--- src/rtl/ysyx_22041207_pkg.sv ---
// ysyx_22041207_pkg: shared fetch-unit widths, reset vector, fetch-entry record and redirect-source encoding
package ysyx_22041207_pkg;
  localparam int DEF_XLEN = 64;
  localparam int DEF_ILEN = 32;
  localparam logic [63:0] DEF_RESET_PC = 64'h8000_0000;
  typedef struct packed {
    logic [DEF_XLEN-1:0] pc;
    logic [DEF_ILEN-1:0] inst;
  } fetch_entry_t;
  typedef enum logic [1:0] {BR, JALR, TRAP} redir_src_e;
endpackage

--- src/rtl/ysyx_22041207_fifo.sv ---
// ysyx_22041207_fifo: DEPTH-entry flushable queue; clk/rst_n, flush, push/din, pop, valid/dout (zero while empty), count
module ysyx_22041207_fifo #(
  parameter int W = 96,
  parameter int DEPTH = 4
) (
  input  logic                       clk,
  input  logic                       rst_n,
  input  logic                       flush,
  input  logic                       push,
  input  logic [W-1:0]               din,
  input  logic                       pop,
  output logic                       valid,
  output logic [W-1:0]               dout,
  output logic [$clog2(DEPTH):0]     count
);
  localparam int AW = $clog2(DEPTH);
  logic [W-1:0] mem [DEPTH];
  logic [AW-1:0] wr_ptr, rd_ptr;
  logic [AW:0] cnt;
  assign count = cnt;
  assign valid = cnt != '0;
  assign dout = valid ? mem[rd_ptr] : '0;
  always_ff @(posedge clk) begin
    if (push && !flush) mem[wr_ptr] <= din;
  end
  always_ff @(posedge clk or negedge rst_n) begin
    if (!rst_n) begin
      wr_ptr <= '0;
      rd_ptr <= '0;
      cnt <= '0;
    end else if (flush) begin
      wr_ptr <= '0;
      rd_ptr <= '0;
      cnt <= '0;
    end else begin
      if (push) wr_ptr <= wr_ptr + AW'(1);
      if (pop) rd_ptr <= rd_ptr + AW'(1);
      cnt <= cnt + (AW+1)'(push) - (AW+1)'(pop);
    end
  end
  assert property (@(posedge clk) disable iff (!rst_n) !(push && !pop && !flush && cnt == (AW+1)'(DEPTH)));
endmodule

--- src/rtl/ysyx_22041207_ifu.sv ---
// ysyx_22041207_ifu: fetch unit; redirects (ex_br/ex_jalr/trap) pick fetch_pc, imem_req/imem_rsp carry one outstanding fetch, inst_valid/inst_ready/inst_o/pc_o drain the fetch queue to decode
module ysyx_22041207_ifu
  import ysyx_22041207_pkg::*;
#(
  parameter int XLEN = DEF_XLEN,
  parameter logic [XLEN-1:0] RESET_PC = DEF_RESET_PC[XLEN-1:0],
  parameter int DEPTH = 4,
  parameter int ILEN = DEF_ILEN
) (
  input  logic            clk,
  input  logic            rst_n,
  input  logic            ex_br_taken,
  input  logic [XLEN-1:0] ex_br_target,
  input  logic            ex_jalr,
  input  logic [XLEN-1:0] ex_jalr_base,
  input  logic [XLEN-1:0] ex_jalr_off,
  input  logic            trap_valid,
  input  logic [XLEN-1:0] csr_mtvec,
  output logic            imem_req_valid,
  input  logic            imem_req_ready,
  output logic [XLEN-1:0] imem_req_addr,
  input  logic            imem_rsp_valid,
  input  logic [ILEN-1:0] imem_rsp_data,
  output logic            inst_valid,
  input  logic            inst_ready,
  output logic [ILEN-1:0] inst_o,
  output logic [XLEN-1:0] pc_o
);
  localparam int CW = $clog2(DEPTH) + 1;
  logic [XLEN-1:0] fetch_pc, req_pc, jalr_sum, target;
  logic outstanding, squash, redirect, req_fire, rsp_hit, push, pop;
  logic [CW-1:0] count;
  redir_src_e src;
  always_comb begin
    redirect = ex_br_taken | ex_jalr | trap_valid;
    src = ex_br_taken ? BR : ex_jalr ? JALR : TRAP;
    jalr_sum = ex_jalr_base + ex_jalr_off;
    target = src == BR ? ex_br_target : src == JALR ? {jalr_sum[XLEN-1:1], 1'b0} : csr_mtvec;
    imem_req_valid = rst_n & !redirect & !outstanding & (count < CW'(DEPTH));
    imem_req_addr = fetch_pc;
    req_fire = imem_req_valid & imem_req_ready;
    rsp_hit = imem_rsp_valid & outstanding;
    push = rsp_hit & !squash & !redirect;
    pop = inst_valid & inst_ready;
  end
  // a redirect while waiting marks the in-flight response for dropping, unless it lands this very cycle
  always_ff @(posedge clk or negedge rst_n) begin
    if (!rst_n) begin
      fetch_pc <= RESET_PC;
      req_pc <= '0;
      outstanding <= 1'b0;
      squash <= 1'b0;
    end else begin
      fetch_pc <= redirect ? target : req_fire ? fetch_pc + XLEN'(4) : fetch_pc;
      if (req_fire) req_pc <= fetch_pc;
      outstanding <= req_fire | (outstanding & !rsp_hit);
      squash <= redirect ? outstanding & !rsp_hit : squash & !rsp_hit;
    end
  end
  ysyx_22041207_fifo #(.W(XLEN + ILEN), .DEPTH(DEPTH)) u_fifo (
    .clk(clk),
    .rst_n(rst_n),
    .flush(redirect),
    .push(push),
    .din({req_pc, imem_rsp_data}),
    .pop(pop),
    .valid(inst_valid),
    .dout({pc_o, inst_o}),
    .count(count)
  );
endmodule

--- config.mk ---
export PLATFORM = sky130hd
export DESIGN_NAME = ysyx_22041207_ifu
export DESIGN_NICKNAME = d
export VERILOG_FILES = /design/src/rtl/ysyx_22041207_pkg.sv /design/src/rtl/ysyx_22041207_fifo.sv /design/src/rtl/ysyx_22041207_ifu.sv
export SDC_FILE = /design/constraint.sdc
export NUM_CORES = 1
export LEC_CHECK = 0
export CAP_MARGIN = 15
export CELL_PAD_IN_SITES_DETAIL_PLACEMENT = 0
export CELL_PAD_IN_SITES_GLOBAL_PLACEMENT = 1
export CORE_AREA = 2 2 250 252
export CTS_CLUSTER_DIAMETER = 50
export DETAILED_ROUTE_END_ITERATION = 8
export DIE_AREA = 0 0 252 254
export PLACE_DENSITY = 0.92
export SETUP_SLACK_MARGIN = 0.3
export SKIP_LAST_GASP = 1
export SLEW_MARGIN = 20
export SYNTH_ARGS = -nofsm -noshare
export SYNTH_HDL_FRONTEND = slang
export SYNTH_HIERARCHICAL = 1
export SYNTH_SLANG_ARGS = --single-unit
--- constraint.sdc ---
create_clock -name clk -period 4.4 [get_ports clk]
set_clock_uncertainty 0.05 [all_clocks]
set_input_delay 0.44 -clock clk [delete_from_list [all_inputs] [get_ports clk]]
set_output_delay 0.44 -clock clk [all_outputs]
set_load 0.03 [all_outputs]
==> key figures, run 1 <==
Run status
  – Status: completed

Route
  – DRT Pass-1 Iters: 6
  – Starting DRT DRC Count: 2,040
  – Antenna Nets Post-Route: 0
  – Uppermost layer routed: met5
  – Drt via density: 5.793
  – Routed WL: 83.59 mm
  – Metal1 wirelength: 35.33 mm
  – Met3 wire len: 5.772 mm
  – DRC: 0
  – Metal2 WL: 40.36 mm
  – Via count: 19.80k
  – WL per Instance: 24.46 um

Critical path
  – CP top delay family: buffers and inverters
  – Worst path bufs/invs: 2
  – WS Path Type: flip-flop to primary output
  – Worst path arrival time: 3200 ps
  – FF-to-FF Start: imem_req_addr[21]
  – Largest stage delay, worst path: 850 ps
  – Crit path from: u_fifo/rd_ptr[0]
  – Critical-path top delay cell: dfrtp_4
  – Crit-path cells: buf_12, mux4_2, and2_1, clkdlybuf4s50_1
  – CP Launch Type: flip-flop
  – Req. time, crit path: 3910 ps
  – Worst Path Max Fanout: 34
  – CP endpoint kind: primary output

Logic synthesis
  – Post-synthesis sequential area ratio: 0.5708
  – Post-synth EDFFs: 384
  – Top_reg_cell synth: edfxtp_1
  – Synth warn: 6
  – Synth Net Count: 2,537
  – Synth top area cells: edfxtp_1 (44%), dfrtp_1 (13%), mux4_2 (8.2%), nand2_1 (4.1%), ha_1 (3.3%)
  – Synth Area in Compound Gates: 0.1214
  – Largest family of logic cells by synthesized area: simple AND/OR/NAND/NOR gates
  – Post-synthesis adder-cell area fraction: 0.03447
  – Post-Synth XOR/XNOR Area: 0.02459
  – Synthesized cell area: 26,210 um2
  – Synth top area share: 0.4400
  – Synthesized area per cell: 12.08 um2
  – Cell accounting for the most synthesized area: edfxtp_1
  – Ys async rst share: 0.2630
  – Unique cell type count in the Yosys netlist: 91
  – Mux cell area share after synthesis: 0.08560
  – Post-Synth Simple-Gate Area: 0.1360
  – Gate Count Post-Synth: 2,170
  – Yosys reg bits: 521

STA
  – Final setup viols: 0
  – Min cycle time layout: 3693 ps
  – Hold Vio Cnt, Final: 0
  – RSZ-0062 raised after global routing: false
  – Slew HR: 0.3338
  – Final hold slack: 181.9 ps
  – Measured slew at the worst slew-check pin: 999.2 ps
  – Setup TNS: 0 ps
  – Tcrit/Tclk final: 0.8393
  – Fmax: 0.2708 GHz
  – Max Slew Vio Count: 0

Floorplan
  – Io pins: 458
  – Die Footprint: 64,010 um2
  – Die width: 252 um
  – Row count: 91
  – Starting Density: 0.4278
  – Core Box Area: 61,260 um2
  – Die height: 254 um

Place
  – IO buf count: 457
  – HPWL Detailed: 61.25 mm
  – RePlAce Congestion: 0.9361

Layout
  – ANT cells: 0
  – Area of the multi-input gates: 10,570 um2
  – Sequential cell area: 14,970 um2
  – Layout cells sized above 1: 0.09475
  – Share of the core filled with cells: 0.5438
  – Filler instances: 5,112
  – Most frequent cells in the layout: clkdlybuf4s50_1 (453), edfxtp_1 (384), nand2_1 (288)
  – Area growth from synthesis to layout: 27.11%
  – Most common cell after layout, fill and taps aside: clkdlybuf4s50_1
  – NumNets Final: 2,954

Clock tree
  – CTS H-Tree Depth: 2
  – Root Driver: clkbuf_16
  – Clock sink total: 521
  – Cts bufs inserted: 50
  – Clock Latency Late Sink: 590 ps
  – Clock buffer depth: 3
  – Clock slew at reported path FFs: 70 ps
  – CTS resizes: 0
  – TritonCTS clock tree: done

GRT
  – Initial antenna violation count: 1
  – Total Routing Usage GR: 0.2569
  – GR Overflow Total: 0
  – First-pass GRT wire length: 124.3 mm
  – Largest net degree at the start of global routing: 99
  – Vias in the first global route: 19.99k

Flow run
  – MaxCap Viol Count: 0

Pwr
  – Worst vdd ir: 220.5 uV
  – Pwr Density: 368.5 nW/um2
  – LEAKAGE: 11.99 nW

Worst hold path
  – Worst Hold Class: primary input to async pin
-- worst paths after layout --
path,endpoint,slack [ps],depth (start not counted)
min in group clk,u_fifo/rd_ptr[0],340,5
setup reg to reg,imem_req_addr[55],1070,10
hold reg to reg,u_fifo/mem[0][32],470,0
setup / recovery,pc_o[22],710,4
max in group asynchronous,req_pc[9],2150,4
hold / removal,imem_req_addr[63],180,2
-- synthesized netlist by cell type, drive strengths merged, types with 49 or more instances --
cell type / number
edfxtp: 384
nand2: 290
a21oi: 137
dfrtp: 136
o21ai: 122
nor2: 117
and2: 110
mux4: 96
clkbuf: 95
ha: 69
xnor2: 49
-- worst reg2reg max path, delay by kind of cell, from the launching register on --
kind | cells | cell delay [ps]
flops | 1 | 570
compound gates | 2 | 460
simple gates | 8 | 2180
-- state kept, by name (all words and copies together), names as in the netlist --
register and count:
outstanding 1, squash 1, u_fifo/wr_ptr 2, u_fifo/rd_ptr 2, u_fifo/mem 384, req_pc 64
u_fifo/count 3, imem_req_addr 64
-- power by group --
group | total, mW | switching [mW] | internal, mW
clock | 4.23 | 1.85 | 2.38
combinational | 1.95 | 1.12 | 0.831
sequential | 6.09 | 0.409 | 5.68
total | 12.3 | 3.38 | 8.90
-- repair_timing --
item	CTS	global route
endpoints found under the hold margin	10	0
hold buffers	1	0
setup buffers	0	0
-- per-stage QoR --
stage	worst slack [ps]	cells	power, mW	cell area, um2
after floorplan	513.4	2170	7.079	26210
after global placement	405.9	3324	8.053	31660
after detailed placement	237.7	3324	8.108	31660
after CTS	603.1	3418	12.35	33310
after global routing	513.0	3418	12.76	33310
final	707.2	3418	12.28	33310
-- per-layer routing --
layer,GRT usage,vias up
li1,-,8993
met5,0,-
met3,0.04169,116
met2,0.4238,876
met1,0.3523,9813
met4,0.07287,2
-- area by class of cell --
type                            instances  share of cell area
Inverter                               43            0.004845
Clock inverter                         26            0.007249
Clock buffer                           67             0.04195
Tap cell                              790             0.02967
Sequential cell                       521              0.4493
Multi-Input combinational cell       1477              0.3173
Timing Repair Buffer                  494              0.1496
-- logic make-up after synthesis --
family                     count (synthesis)
DFF                                      521
buffers and inverters                    172
and+or+nand+nor                          732
adders and majority gates                 71
xor gates and xnor gates                  72
AOI/OAI and AO/OA                        498
muxes                                    104
Note: power is estimated with default switching activity, not from simulation.
==> run 2: changes to the inputs <==
clock period = 3.5 ns   (was 4.4 ns; I/O delays follow)
==> key figures, run 2 (synthesized netlist as in run 1, its figures left out) <==
Critical path
  – Worst path arrival time: 3600 ps
  – CP top delay family: compound AO/OA/AOI/OAI gates
  – Critical-path top delay cell: clkdlybuf4s50_1
  – WS Path Type: primary input to flip-flop
  – Crit-path cells: clkdlybuf4s50_1, ha_1, a21o_1, a21o_1, a21oi_1, o21ai_0, nor3b_4, o21ai_1, buf_4, buf_4, xnor2_1, a221oi_1, buf_4, o21ai_0, nand3_1
  – Req. time, crit path: 3960 ps
  – CP Launch Type: primary input
  – Worst path bufs/invs: 4
  – Worst Path Max Fanout: 5
  – Critical Path Most Common Cell: buf_4
  – CP endpoint kind: flip-flop
  – Largest stage delay, worst path: 480 ps

Floorplan
  – Die Footprint: 64,010 um2
  – Row count: 91
  – Core Box Area: 61,260 um2
  – Starting Density: 0.4278
  – Io pins: 458
  – Die height: 254 um
  – Die width: 252 um

Clock tree
  – Root Driver: clkbuf_16
  – Clock sink total: 521
  – Clock buffer depth: 3
  – Clock Latency Late Sink: 570 ps
  – Cts bufs inserted: 50
  – TritonCTS clock tree: done
  – CTS H-Tree Depth: 2
  – Clock slew at reported path FFs: 60 ps

STA
  – Final setup viols: 0
  – Final hold slack: 195.3 ps
  – Measured slew at the worst slew-check pin: 821.5 ps
  – Tcrit/Tclk final: 0.8964
  – Fmax: 0.3187 GHz
  – Slew HR: 0.4523
  – Max Slew Vio Count: 0
  – Hold Vio Cnt, Final: 0
  – Min cycle time layout: 3137 ps
  – RSZ-0062 raised after global routing: true
  – Setup TNS: 0 ps

GRT
  – Vias in the first global route: 20.89k
  – Initial antenna violation count: 0
  – Largest net degree at the start of global routing: 71
  – Total Routing Usage GR: 0.2655
  – GR Overflow Total: 0
  – First-pass GRT wire length: 129.2 mm

Layout
  – Largest register FFs: 384
  – Area growth from synthesis to layout: 34.07%
  – Most common cell after layout, fill and taps aside: clkdlybuf4s50_1
  – Final Instance Area: 35,140 um2
  – NumNets Final: 3,133
  – Most frequent cells in the layout: clkdlybuf4s50_1 (404), edfxtp_1 (384), nand2_1 (287)
  – Top reg by flops: u_fifo/mem
  – Layout cells sized above 1: 0.1639
  – Share of the core filled with cells: 0.5736

Pwr
  – Pwr Density: 447.4 nW/um2
  – LEAKAGE: 13.66 nW
  – Worst vdd ir: 370.4 uV

Route
  – Via count: 20.79k
  – Routed WL: 87.48 mm
  – Antenna Nets Post-Route: 0
  – DRC: 0
  – DRT Pass-1 Iters: 6
  – Drt via density: 5.778
  – Starting DRT DRC Count: 1,843
  – WL per Instance: 24.31 um

Run status
  – Status: completed

Place
  – HPWL Detailed: 64.13 mm
  – RePlAce Congestion: 0.9563
  – IO buf count: 457
  – Placement Cell Area: 32,990 um2

Flow run
  – MaxCap Viol Count: 0

Worst hold path
  – Worst Hold Class: primary input to async pin
[run 2: cell types whose count changed in the layout (fill, tap and decap cells not counted), moves of 5 or more]
cell,change
clkdlybuf4s50_1,-49
a21oi_2,+5
a21oi_1,-5
dlymetal6s2s_1,+37
buf_4,+162
buf_12,+8
clkinv_1,-5
dlygate4sd2_1,+12
[run 2: worst reg2reg max path: stages, from the launching register on]
cell      delay [ps]
dfrtp_2          480
ha_1             220
and3_1           230
and3_1           290
and4_2           350
nand2_1          120
nor3_1           220
nand2_1          180
or3_1            350
a21oi_1          150
a21oi_1           80
a221oi_1         220
[run 2: layer usage]
| metal | track usage | vias to the layer above | share of wire | routed length (um) |
|---|---|---|---|---|
| li1 | - | 9375 | - | - |
| met1 | 0.3598 | 10307 | 0.42 | 36340 |
| met3 | 0.04384 | 137 | 0.073 | 6410 |
| met2 | 0.4416 | 970 | 0.48 | 42230 |
| met4 | 0.07692 | 0 | 0.029 | 2497 |
| met5 | 0 | - | 0 | 0 |
[run 2: metrics by stage]
stage                     setup WS, ps  cells  total power [mW]
after floorplan                  311.3   2170             8.900
after global placement          -382.1   3484             10.36
after detailed placement        -428.8   3484             10.44
after CTS                        260.9   3582             15.73
after global routing             263.5   3597             16.31
final                            362.7   3598             15.72
[run 2: final cells by class]
| type | count | area, um2 |
|---|---|---|
| timing repair buffer | 671 | 6610 |
| clock buffer | 69 | 1374 |
| inverter | 43 | 161.4 |
| clock inverter | 24 | 241.5 |
| multi-input combinational | 1479 | 10790 |
| antenna | 1 | 2.502 |
| tap | 790 | 988.4 |
| sequential | 521 | 14970 |
| fill | 4966 | 26120 |
[run 2: worst paths after layout]
| kind | slack (ps) | depth (start not counted) | end | from |
|---|---|---|---|---|
| max in group asynchronous | 1940 | 3 | imem_req_addr[2] | rst_n |
| hold / removal | 200 | 2 | req_pc[55] | rst_n |
| setup reg to reg | 500 | 11 | imem_req_addr[60] | imem_req_addr[2] |
| hold reg to reg | 460 | 0 | u_fifo/mem[2][70] | req_pc[38] |
| setup / recovery | 360 | 15 | imem_req_addr[42] | ex_jalr_base[31] |
| min in group clk | 220 | 4 | imem_req_addr[55] | ex_jalr |
[run 2: repair_timing]
action,4_1_cts,5_1_grt
hold endpoints to repair,31,0
setup buffers,3,11
gates cloned,1,4
pin swaps,2,17
setup endpoints to repair,102,98
resized for setup,20,75
hold buffers,1,0
[run 2: power breakdown]
part,switching (mW),internal [mW]
registers,0.459,7.15
clock network,2.29,3.00
logic,1.55,1.26
total,4.31,11.4
